### src/rtl/regfile_dump_if.sv
// Word stream from the register-file dumper to a debug formatter (UART/LCD).
// Each word carries its register address; out_last marks the end of a dump.
interface regfile_dump_if;
    logic        out_valid;
    logic        out_ready;
    logic [4:0]  out_addr;
    logic [31:0] out_data;
    logic        out_last;

    modport master (
        output out_valid,
        output out_addr,
        output out_data,
        output out_last,
        input  out_ready
    );

    modport slave (
        input  out_valid,
        input  out_addr,
        input  out_data,
        input  out_last,
        output out_ready
    );
endinterface

### src/rtl/regfile_dump.sv
// Sweeps a range of register-file debug addresses and streams {addr, value} words out.
// Define REGDUMP_CKSUM_EN to append a 32-bit sum word (addr 0, last=1) after the registers.
module regfile_dump (
    input  logic                  clk,
    input  logic                  resetn,
    input  logic                  start,
    input  logic [4:0]            first_addr,
    input  logic [4:0]            last_addr,
    output logic                  busy,
    output logic                  done,
    output logic [4:0]            test_addr,
    input  logic [31:0]           test_data,
    regfile_dump_if.master        dump
);

`ifdef REGDUMP_CKSUM_EN
    typedef enum logic [2:0] {StIdle, StFetch, StSend, StCksum, StDone} state_e;
`else
    typedef enum logic [2:0] {StIdle, StFetch, StSend, StDone} state_e;
`endif

    state_e      state_q;
    logic        busy_q;
    logic        done_q;
    logic [4:0]  test_addr_q;
    logic [4:0]  last_q;
    logic        valid_q;
    logic [4:0]  addr_q;
    logic [31:0] data_q;
    logic        last_word_q;
`ifdef REGDUMP_CKSUM_EN
    logic [31:0] acc_q;
`endif

    logic hs;
    assign hs = valid_q && dump.out_ready;

    always_ff @(posedge clk or negedge resetn) begin
        if (!resetn) begin
            state_q     <= StIdle;
            busy_q      <= 1'b0;
            done_q      <= 1'b0;
            test_addr_q <= 5'd0;
            last_q      <= 5'd0;
            valid_q     <= 1'b0;
            addr_q      <= 5'd0;
            data_q      <= 32'd0;
            last_word_q <= 1'b0;
`ifdef REGDUMP_CKSUM_EN
            acc_q       <= 32'd0;
`endif
        end else begin
            done_q <= 1'b0;
            unique case (state_q)
                StIdle: begin
                    if (start) begin
                        last_q      <= last_addr;
                        test_addr_q <= first_addr;
                        busy_q      <= 1'b1;
`ifdef REGDUMP_CKSUM_EN
                        acc_q       <= 32'd0;
`endif
                        state_q     <= StFetch;
                    end
                end
                StFetch: begin
                    // test_addr has been stable a full cycle, so the async read is settled.
                    data_q  <= test_data;
                    addr_q  <= test_addr_q;
`ifdef REGDUMP_CKSUM_EN
                    last_word_q <= 1'b0;
`else
                    last_word_q <= (test_addr_q == last_q);
`endif
                    valid_q <= 1'b1;
                    state_q <= StSend;
                end
                StSend: begin
                    if (hs) begin
`ifdef REGDUMP_CKSUM_EN
                        acc_q <= acc_q + data_q;
`endif
                        if (addr_q == last_q) begin
`ifdef REGDUMP_CKSUM_EN
                            // valid stays up; the sum word follows without a gap
                            addr_q      <= 5'd0;
                            data_q      <= acc_q + data_q;
                            last_word_q <= 1'b1;
                            state_q     <= StCksum;
`else
                            valid_q     <= 1'b0;
                            last_word_q <= 1'b0;
                            done_q      <= 1'b1;
                            state_q     <= StDone;
`endif
                        end else begin
                            valid_q     <= 1'b0;
                            test_addr_q <= test_addr_q + 5'd1;
                            state_q     <= StFetch;
                        end
                    end
                end
`ifdef REGDUMP_CKSUM_EN
                StCksum: begin
                    if (hs) begin
                        valid_q     <= 1'b0;
                        last_word_q <= 1'b0;
                        done_q      <= 1'b1;
                        state_q     <= StDone;
                    end
                end
`endif
                StDone: begin
                    busy_q  <= 1'b0;
                    state_q <= StIdle;
                end
                default: state_q <= StIdle;
            endcase
        end
    end

    assign busy           = busy_q;
    assign done           = done_q;
    assign test_addr      = test_addr_q;
    assign dump.out_valid = valid_q;
    assign dump.out_addr  = addr_q;
    assign dump.out_data  = data_q;
    assign dump.out_last  = last_word_q;

endmodule

### src/flat_wrapper.sv
// flat-port wrapper written by rule: the top's interface ports become plain ports
module regfile_dump_flat 
  (clk, resetn, start, first_addr, last_addr, busy, done, test_addr, test_data, dump_out_valid, dump_out_addr, dump_out_data, dump_out_last, dump_out_ready);
  regfile_dump_if dump_i ();
  input  logic clk;
  input  logic resetn;
  input  logic start;
  input  logic [4:0] first_addr;
  input  logic [4:0] last_addr;
  output logic busy;
  output logic done;
  output logic [4:0] test_addr;
  input  logic [31:0] test_data;
  output wire logic [$bits(dump_i.out_valid)-1:0] dump_out_valid;
  output wire logic [$bits(dump_i.out_addr)-1:0] dump_out_addr;
  output wire logic [$bits(dump_i.out_data)-1:0] dump_out_data;
  output wire logic [$bits(dump_i.out_last)-1:0] dump_out_last;
  input wire logic [$bits(dump_i.out_ready)-1:0] dump_out_ready;
  assign dump_out_valid = dump_i.out_valid;
  assign dump_out_addr = dump_i.out_addr;
  assign dump_out_data = dump_i.out_data;
  assign dump_out_last = dump_i.out_last;
  assign dump_i.out_ready = dump_out_ready;
  regfile_dump u_core (.clk(clk), .resetn(resetn), .start(start), .first_addr(first_addr), .last_addr(last_addr), .busy(busy), .done(done), .test_addr(test_addr), .test_data(test_data), .dump(dump_i));
endmodule
### config.mk
export PLATFORM = sky130hd
export DESIGN_NAME = regfile_dump_flat
export DESIGN_NICKNAME = d
export VERILOG_FILES = /design/src/rtl/regfile_dump_if.sv /design/src/rtl/regfile_dump.sv /design/src/flat_wrapper.sv
export SDC_FILE = /design/constraint.sdc
export NUM_CORES = 1
export LEC_CHECK = 0
export ABC_AREA = 1
export BUFFER_PORTS_ARGS = -buffer_cell sky130_fd_sc_hd__buf_2
export CAP_MARGIN = 20
export CORE_UTILIZATION = 48
export CTS_CLUSTER_SIZE = 28
export DETAILED_ROUTE_END_ITERATION = 12
export PLACE_DENSITY = 0.82
export SETUP_SLACK_MARGIN = 0.02
export SLEW_MARGIN = 20
export SYNTH_ARGS = -nofsm -noshare
export SYNTH_HDL_FRONTEND = slang
export SYNTH_SLANG_ARGS = --single-unit
export TNS_END_PERCENT = 50
### constraint.sdc
create_clock -name clk -period 1.53 [get_ports clk]
set_input_delay 0.2295 -clock clk [delete_from_list [all_inputs] [get_ports clk]]
set_output_delay 0.2295 -clock clk [all_outputs]
set_load 0.02 [all_outputs]
# == Word level (Yosys, flattened, before mapping) ==
# Cells that the tools add are included.
# op_classes
addsub,1
n_eq_ne,9
muxes,18
n_reduce_logical,11
# ops
op,count
$mux 5,3
$eq 5x5->1,2
$pmux 5 s2,1
$pmux 3 s3,1
$reduce_and 2->1,4
$mux 1,7
$eq 3x2->1 const B,2
$mux 3,2
$pmux 1 s2,3
$reduce_bool 2->1,3
$add 5x1->5 const B,1
$ne 2x1->1 const B,2
$ne 2x2->1 const B,2
$reduce_and 4->1,1
$eq 3x1->1 const B,1
$logic_not 3->1,1
$reduce_and 3->1,1
$mux 2,1
$logic_and 1x1->1,1
# totals
register_bits,54
inputBits,46
out_inout_bits,46

# == Depth between registers and ports, before layout ==
# Gate-level depths: netlist of run 1.
# logic_depth
word_depth,4
mapped_depth,9
mapped_depth_nobuf,9

# == Worst setup path after synthesis of run 1 ==
# OpenSTA, ideal clock, no wires.
# synth_path
path_type,register to register
start,"reg u_core.test_addr_q[0], in the netlist u_core.test_addr[0]"
end,"reg u_core.test_addr_q[2], in the netlist u_core.test_addr[2]"
arrival_time_ps,1274
required_ps,1403
setup_slack_ps,130
stages_incl_launch_ff,7
n_path_buf,0
path_cell_list,dfrtp_1 -> ha_1 -> or2_2 -> nand2_1 -> nor2_1 -> a21oi_1 -> o21ai_0
# synth_between
elab_chain_len,4
# synth_rtl
item,line,text
"start, declared",regfile_dump.sv:25,logic [4:0] test_addr_q;
"start signal, assigned",regfile_dump.sv:58,test_addr_q <= first_addr;
"start signal, assigned",regfile_dump.sv:98,test_addr_q <= test_addr_q + 5'd1;
$add 5x1->5,regfile_dump.sv:98,
$mux 5,regfile_dump.sv:83,if (addr_q == last_q) begin
$mux 5,regfile_dump.sv:79,if (hs) begin
$pmux 5 s2,regfile_dump.sv:54,unique case (state_q)
# No other way between the ends. The select of a mux whose other input is x is not followed.
# A chain may end at the register's enable or synchronous reset.

# == Final worst setup path of run 1 ==
# layout_path
start,reg u_core.state_q[1]
end,"reg u_core.last_word_q, in the netlist u_core.dump.out_last"
# layout_between
elab_chain_len,3
# layout_rtl
item,line,text
"start, declared",regfile_dump.sv:22,state_e state_q;
"start signal, assigned",regfile_dump.sv:40,state_q <= StIdle;
"start signal, assigned",regfile_dump.sv:63,state_q <= StFetch;
"start signal, assigned",regfile_dump.sv:76,state_q <= StSend;
$eq 3x2->1 or $eq 3x1->1 (tied branches),regfile_dump.sv:54,
$ne 2x1->1 (no line) or $reduce_bool 2->1 (tied branches),-,
$reduce_and 3->1 (no line),-,
"end signal, assigned",regfile_dump.sv:73,last_word_q <= (test_addr_q == last_q);
"end, declared",regfile_dump.sv:30,logic last_word_q;
# Several ways; a longest one is shown, not always the timed one.

==> impl_results.md, run 1 <==
- Sink Count: 53
- Vias per Instance: ~4.7
- Top cells by area, synth: dfrtp_1 (58%), nand2_1 (24%), o21ai_0 (2.4%)
- CP Cell Sequence: inv_2 > nor2_4 > nand2_1 > nor2_2 > nand3_2 > nand2_1 > nand2_1 > nand2_1 > nand2_1
- Syn Nets: about 320
- Worst min path class: primary input to register
- Via Count: roughly 2000
- Hold Vio Cnt, Final: 0
- CTS Root Cell: clkbuf_8
- Worst Tran Pin Value: 408.7 ps
- Util after Layout: about two thirds
- Later-pin clock latency in the skew report: 300 ps
- Slowest stage cell, crit path: dfrtp_1
- Chip Height: about 70 um
- Crit share post-route: approximately 86%
- Die width: 70.92 um
- Syn Std Cell Area: around 2300 um^2
- Cell count after synthesis: roughly 280
- Largest net degree at the start of global routing: 54
- Remaining Overflow, GRT: 0
- Worst EP required: between 1500 and 2000 ps
- Internal power: 3.430 mW
- Post-synthesis sequential area ratio: between 50% and 60%
- Ports: 92
- Peak VDD IR: 0.001142 V
- P per Cell Area: about 2200 nW/um^2
- Crit end category: register
- P&R area growth vs syn: 26.89%
- Routed Antenna Nets: 0
- Global Route Usage Sum: about a fifth
- Final WL: between 4000 and 5000 um
- Layout Nets: 417
- Sequential Power Share: between 30% and 40%
- Initial core utilization: roughly 50%
- Final HPWL DP: about 3500 um
- Overall die area: slightly above 5000 um^2
- Layout cells sized above 1: a little under a third
- Skew final: around 8.5 ps
- Max-slew violation total from the final report: 0
- Logic gate share of total power: between 40% and 50%
- Net Switching: 2.930 mW
- Initial DRC Count: around 110
- Synth top area share: 58.18%
- GPL Wtd Cong: approximately 0.80
- Num CTS Buffers: 5
- CTS clock-pin slew for the worst setup and hold paths: approximately 80 ps
- DRC: 0
- Cell taking the most area after synthesis: dfrtp_1
- Switching Fraction: around 46%
- FP Rows: 24
- Placed insts: about 410
- Pwr Total: around 6.4 mW
- Placement Setup Slack: between 150 and 200 ps
- Hold slack: 127.6 ps
- Ant diodes: 0
- Number of global-route vias before repair: 1900
- Highest net fanout along the worst path: 5
- Leakage: approximately 1.7 nW
- RSZ-0062 raised after global routing: no
- Final instance area: roughly 2900 um^2
- Status: finished, final reports clean
- DRT Pass-1 Iters: 8
- Clock Path Buffers: 2
- Clock tree from TritonCTS: built
- Max-Cap Viols: 0
- F_max: roughly 760 MHz
- CP Launch Type: register
- Setup ws final: 206.9 ps
- Initial antenna violation count: 0
- Core box area: about 4400 um^2
- WL/cell: ~12 um
- Post-synthesis register bit count: 53
- Global-route wire length before repair: around 8300 um
- H-tree depth: 2
- Worst setup path category: register to register
- Slew margin rel.: between 70% and 80%
- Final setup TNS: 0 ps
- Ys Warns: 0
- Average cell area after synthesis: between 8 and 9 um^2
- IO buf count: around 90
- Tmin final: ~1300 ps
- Post-DP Area: about 2800 um^2
- Crit path top cell by count: nand2_1
- Final std cells w/o fill: roughly 420
- Count of different cell masters after synthesis: 22
- Final setup fails: 0
- Clock power frac: 11.1%
- CP peak stage delay: slightly above 400 ps
- Worst EP arrival: between 1500 and 2000 ps
[cells in the final DEF (no fill, tap or decap), drive strengths merged, types with 2 or more instances in the layout]
cell type / count
nor2: 15
clkbuf: 5
mux2i: 2
inv: 16
o21ai: 13
nand2: 146
nand3: 8
or2: 2
a21oi: 5
buf: 96
xor2: 3
dfrtp: 53
[logic make-up (layout without fill, tap and decap cells)]
kind of cell / after synthesis / count (layout) / share of synthesized area (%)
buffers and inverters: 25 / 119 / 4.555
XOR/XNOR: 3 / 3 / 1.153
adder cells (fa/ha/maj): 1 / 1 / 0.5488
AND/OR/NAND/NOR: 172 / 172 / 30.08
multiplexers: 3 / 3 / 1.372
AO/OA/AOI/OAI: 18 / 18 / 4.116
flip-flops: 53 / 53 / 58.18
[synthesized netlist by cell type]
library cell,n
nand2_1,144
dfrtp_1,53
inv_1,13
nor2_1,12
o21ai_0,11
buf_2,8
nand3_1,7
a21oi_1,5
inv_2,3
xor2_1,3
mux2i_1,2
nand2_2,2
nor2_2,2
or2_2,2
clkbuf_1,1
ha_1,1
mux2_2,1
nand3_2,1
nand4_1,1
nor2_4,1
o21ai_1,1
o21ai_2,1
[final timing paths]
| check | slack [ps] | cells after the start | from | to |
|---|---|---|---|---|
| max in group asynchronous | 850 | 3 | resetn | u_core.busy |
| worst min-delay path | 130 | 3 | test_data[29] | u_core.dump.out_data[29] |
| worst min register to register | 470 | 2 | u_core.dump.out_data[3] | u_core.dump.out_data[3] |
| worst max-delay path | 210 | 9 | u_core.state_q[1] | u_core.dump.out_last |
| worst max register to register | 210 | 9 | u_core.state_q[1] | u_core.dump.out_last |
| min in group asynchronous | 450 | 3 | resetn | u_core.dump.out_addr[2] |
[area by class of cell]
cell class / instances / area, um^2
tap: 52 / 65.06
clock inverter: 1 / 5.005
sequential: 53 / 1326
clock buffer: 5 / 68.82
multi-input combinational: 197 / 849.6
inverter: 16 / 62.56
timing repair buffer: 97 / 515.5
fill: 389 / 1551
[worst max-delay path: cells and delay by family, from the launching register on]
kind | cells | cell delay (ps)
flip-flops | 1 | 410
AND/OR/NAND/NOR | 8 | 730
buffers and inverters | 1 | 70
[layer usage]
layer / global-route usage [%] / vias up / wire length (um)
met3: 4.558 / 6 / 280
met2: 34.72 / 70 / 2197
met4: 7.333 / 0 / 58
met5: 0 / - / 0
met1: 27.66 / 895 / 2313
li1: - / 1027 / -
[power groups by stage]
stage          logic (mW)  clock network, mW  registers, mW
2_1_floorplan        1.46                  0           3.19
3_3_place_gp         3.10                  0           2.50
3_5_place_dp         3.19                  0           2.52
4_1_cts              3.19              0.734           2.50
5_1_grt              3.57              0.794           2.58
6_report             3.15              0.708           2.50
[flip-flops by register name (all words and copies together), names as in the netlist]
register               count
u_core.done                1
u_core.dump.out_last       1
u_core.state_q             2
u_core.dump.out_addr       5
u_core.last_q              5
u_core.busy                1
u_core.test_addr           5
u_core.dump.out_data      32
u_core.dump.out_valid      1
[what timing repair did]
item / 4_1_cts / 5_1_grt
hold buffers: 1 / 0
setup endpoints to repair: 0 / 2
endpoints found under the hold margin: 53 / 0
setup buffers: 0 / 0
resized for setup: 0 / 2
(Power assumes the default switching activity.)
==> inputs of run 2 (changes only) <==
==> constraint.sdc (replaced) <==
create_clock -name clk -period 1.3 [get_ports clk]
set_input_delay 0.195 -clock clk [delete_from_list [all_inputs] [get_ports clk]]
set_output_delay 0.195 -clock clk [all_outputs]
set_load 0.02 [all_outputs]
==> run 2 against run 1 <==
Compared with the run above: the flow now finishes with violations (DRC); sequential power rose by 19%; sequential share of layout area shrank 2.7 points; first-iteration DRC count up 0.94%; routed wire length is 9.4% higher; maximum frequency increased by 4.8%; critical path depth down 1; clock skew is 2.3 ps lower; register-to-register slack worse by 170 ps; combinational power up 34%; non-clock buffer count is 11 higher; clock power rose by 33%; final cell count up 3.1%.
==> impl_results.md, run 2 (same netlist as run 1, synthesis figures left out) <==
- Met1 wire length: 2317 um (+0.17%)
- Internal power: 4.378 mW (+28%)
- Crit path capture: u_core.test_addr[0]
- H-tree depth: 2 (unchanged)
- Final instance area: 3084 um^2 (+6.6%)
- Max-Cap Viols: 0 (unchanged)
- Failing checks: DRC
- Initial core utilization: 51.30% (unchanged)
- Final std cells w/o fill: 434 (+3.1%)
- Reg-to-reg startpoint: u_core.state_q[1]
- Top layer in use: met4
- Switching Fraction: 46.22% (+0.15 points)
- Peak VDD IR: 0.001619 V (+42%)
- FP Rows: 24 (unchanged)
- DRC: 18 (+18)
- Placed insts: 421 (+1.7%)
- Net Switching: 3.763 mW (+28%)
- Later-pin clock latency in the skew report: 310 ps (about the same)
- Wire length on met3: 376 um (+34%)
- Worst min path class: primary input to register
- Critical R2R Capture: u_core.test_addr[0]
- WL met2: 2548 um (+16%)
- Global-route wire length before repair: 8238 um (-0.91%)
- Tmin final: 1263 ps (-60.33 ps)
- Hold slack: 80.18 ps (-47.44 ps)
- Clock Path Buffers: 2 (unchanged)
- Final setup TNS: 0 ps (unchanged)
- Slew margin rel.: 81.45% (+8.7 points)
- Final setup fails: 0 (unchanged)
- Core box area: 4444 um^2 (unchanged)
- CP Launch Type: register
- WL/cell: 12.22 um (+6.1%)
- CP peak stage delay: 370 ps (-40 ps)
- Sequential Power Share: 36.6% (-2.7 points)
- GPL Wtd Cong: 0.8118 (+1.8%)
- Layout Nets: 428 (+2.6%)
- Status: finished with violations
- Util after Layout: 69.40% (+4.3 points)
- Final HPWL DP: 3769 um (+8.8%)
- Worst setup path category: register to register
- RSZ-0062 raised after global routing: yes
- P&R area growth vs syn: 35.29%
- Logic gate share of total power: 51.8% (+2.2 points)
- Placement Setup Slack: 43.53 ps (-107.7 ps)
- Pwr Total: 8.142 mW (+28%)
- Layout cells sized above 1: 37.17% (+6.0 points)
- Global Route Usage Sum: 21.32% (+0.31 points)
- R2R setup slack: 40 ps (-170 ps)
- Worst EP required: 1500 ps (-220 ps)
- Ant diodes: 0 (unchanged)
- Overall die area: 5029 um^2 (unchanged)
- Most frequent cells in the layout: nand2_1 (140), buf_2 (91), dfrtp_1 (50)
- Num CTS Buffers: 5 (unchanged)
- Largest net degree at the start of global routing: 54 (unchanged)
- Initial antenna violation count: 0 (unchanged)
- Worst R2R Path Depth: 8 (-1)
- Commonest non-fill, non-tap cell in the layout: nand2_1
- P per Cell Area: 2640 nW/um^2 (+20%)
- Setup ws final: 37.26 ps (-169.7 ps)
- Max reg flops: 32 (unchanged)
- Worst Tran Pin Value: 278.3 ps (-130.4 ps)
- Post-DP Area: 2889 um^2 (+2.9%)
- Hold Vio Cnt, Final: 0 (unchanged)
- Worst EP arrival: 1460 ps (-60 ps)
- Chip Height: 70.92 um (unchanged)
- Via Count: 2103 (+5.3%)
- Leakage: 1.755 nW (+3.9%)
- Remaining Overflow, GRT: 0 (unchanged)
- CP Cell Sequence: inv_2 > nor2_4 > nand2_2 > nor2_4 > nand3_4 > buf_4 > nand3_1 > nand2_1
- IO buf count: 91 (unchanged)
- Crit path top cell by count: nor2_4
- CTS clock-pin slew for the worst setup and hold paths: 100 ps (+20 ps)
- Initial DRC Count: 107 (+0.94%)
- Crit end category: register
- Crit share post-route: 97.13% (+11 points)
- Slowest stage cell, crit path: dfrtp_1
- Clock power frac: 11.6% (+0.5 points)
- Clock tree from TritonCTS: built
- Die width: 70.92 um (unchanged)
- Final WL: 5304 um (+9.4%)
- Routed Antenna Nets: 0 (unchanged)
- Highest net fanout along the worst path: 5 (unchanged)
- Number of global-route vias before repair: 1906 (+0.32%)
- Skew final: 6.222 ps (-2.278 ps)
- Sink Count: 53 (unchanged)
- CTS Root Cell: clkbuf_8
- DRT Pass-1 Iters: 8 (unchanged)
- CP Launch Point: u_core.state_q[1]
- Vias per Instance: 4.846 (+2.1%)
- Ports: 92 (unchanged)
- F_max: 791.9 MHz (+4.8%)
- Max-slew violation total from the final report: 0 (unchanged)
[run 2: cell type report]
| class | instances | area [um^2] |
|---|---|---|
| Tap cell | 52 | 65.06 |
| Multi-Input combinational cell | 197 | 912.1 |
| Fill cell | 370 | 1360 |
| Sequential cell | 53 | 1330 |
| Clock inverter | 3 | 21.27 |
| Clock buffer | 5 | 68.82 |
| Timing Repair Buffer | 108 | 626.9 |
| Inverter | 16 | 60.06 |
[run 2: timing repair]
item | 4_1_cts | 5_1_grt
gates resized for setup | 1 | 16
cloned | 0 | 0
hold buffers | 1 | 0
setup buffers | 0 | 4
hold endpoints to repair | 53 | 0
pin swaps | 0 | 7
setup endpoints to repair | 2 | 41
[run 2: per-layer routing]
| metal | up-vias | GRT usage, % |
|---|---|---|
| met5 | - | 0 |
| met4 | 0 | 6.667 |
| met3 | 4 | 5.556 |
| met2 | 79 | 36.22 |
| met1 | 969 | 26.86 |
| li1 | 1051 | - |
[run 2: power by group through the flow]
stage | logic (mW) | clock network, mW | registers [mW]
after floorplan | 1.76 | 0 | 3.77
after global placement | 3.86 | 0 | 2.96
after detailed placement | 3.96 | 0 | 3.00
after CTS | 3.99 | 0.969 | 2.97
after global routing | 4.66 | 1.02 | 3.07
final | 4.22 | 0.945 | 2.98
[run 2: how the worst min path moves through the flow]
stage	cells past startpoint	slack, ps	to	startpoint
2_1_floorplan	0	-100	u_core.busy	resetn
3_3_place_gp	2	210	u_core.dump.out_data[15]	resetn
3_5_place_dp	2	210	u_core.dump.out_data[15]	resetn
4_1_cts	3	70	u_core.dump.out_data[10]	test_data[10]
5_1_grt	3	80	u_core.dump.out_data[28]	test_data[28]
6_report	3	80	u_core.dump.out_data[28]	test_data[28]
[run 2: worst max-delay path, delay by kind of cell (launching register included)]
kind                   cells  cell delay (ps)
flip-flops                 1              370
AND/OR/NAND/NOR            6              560
buffers and inverters      2              220
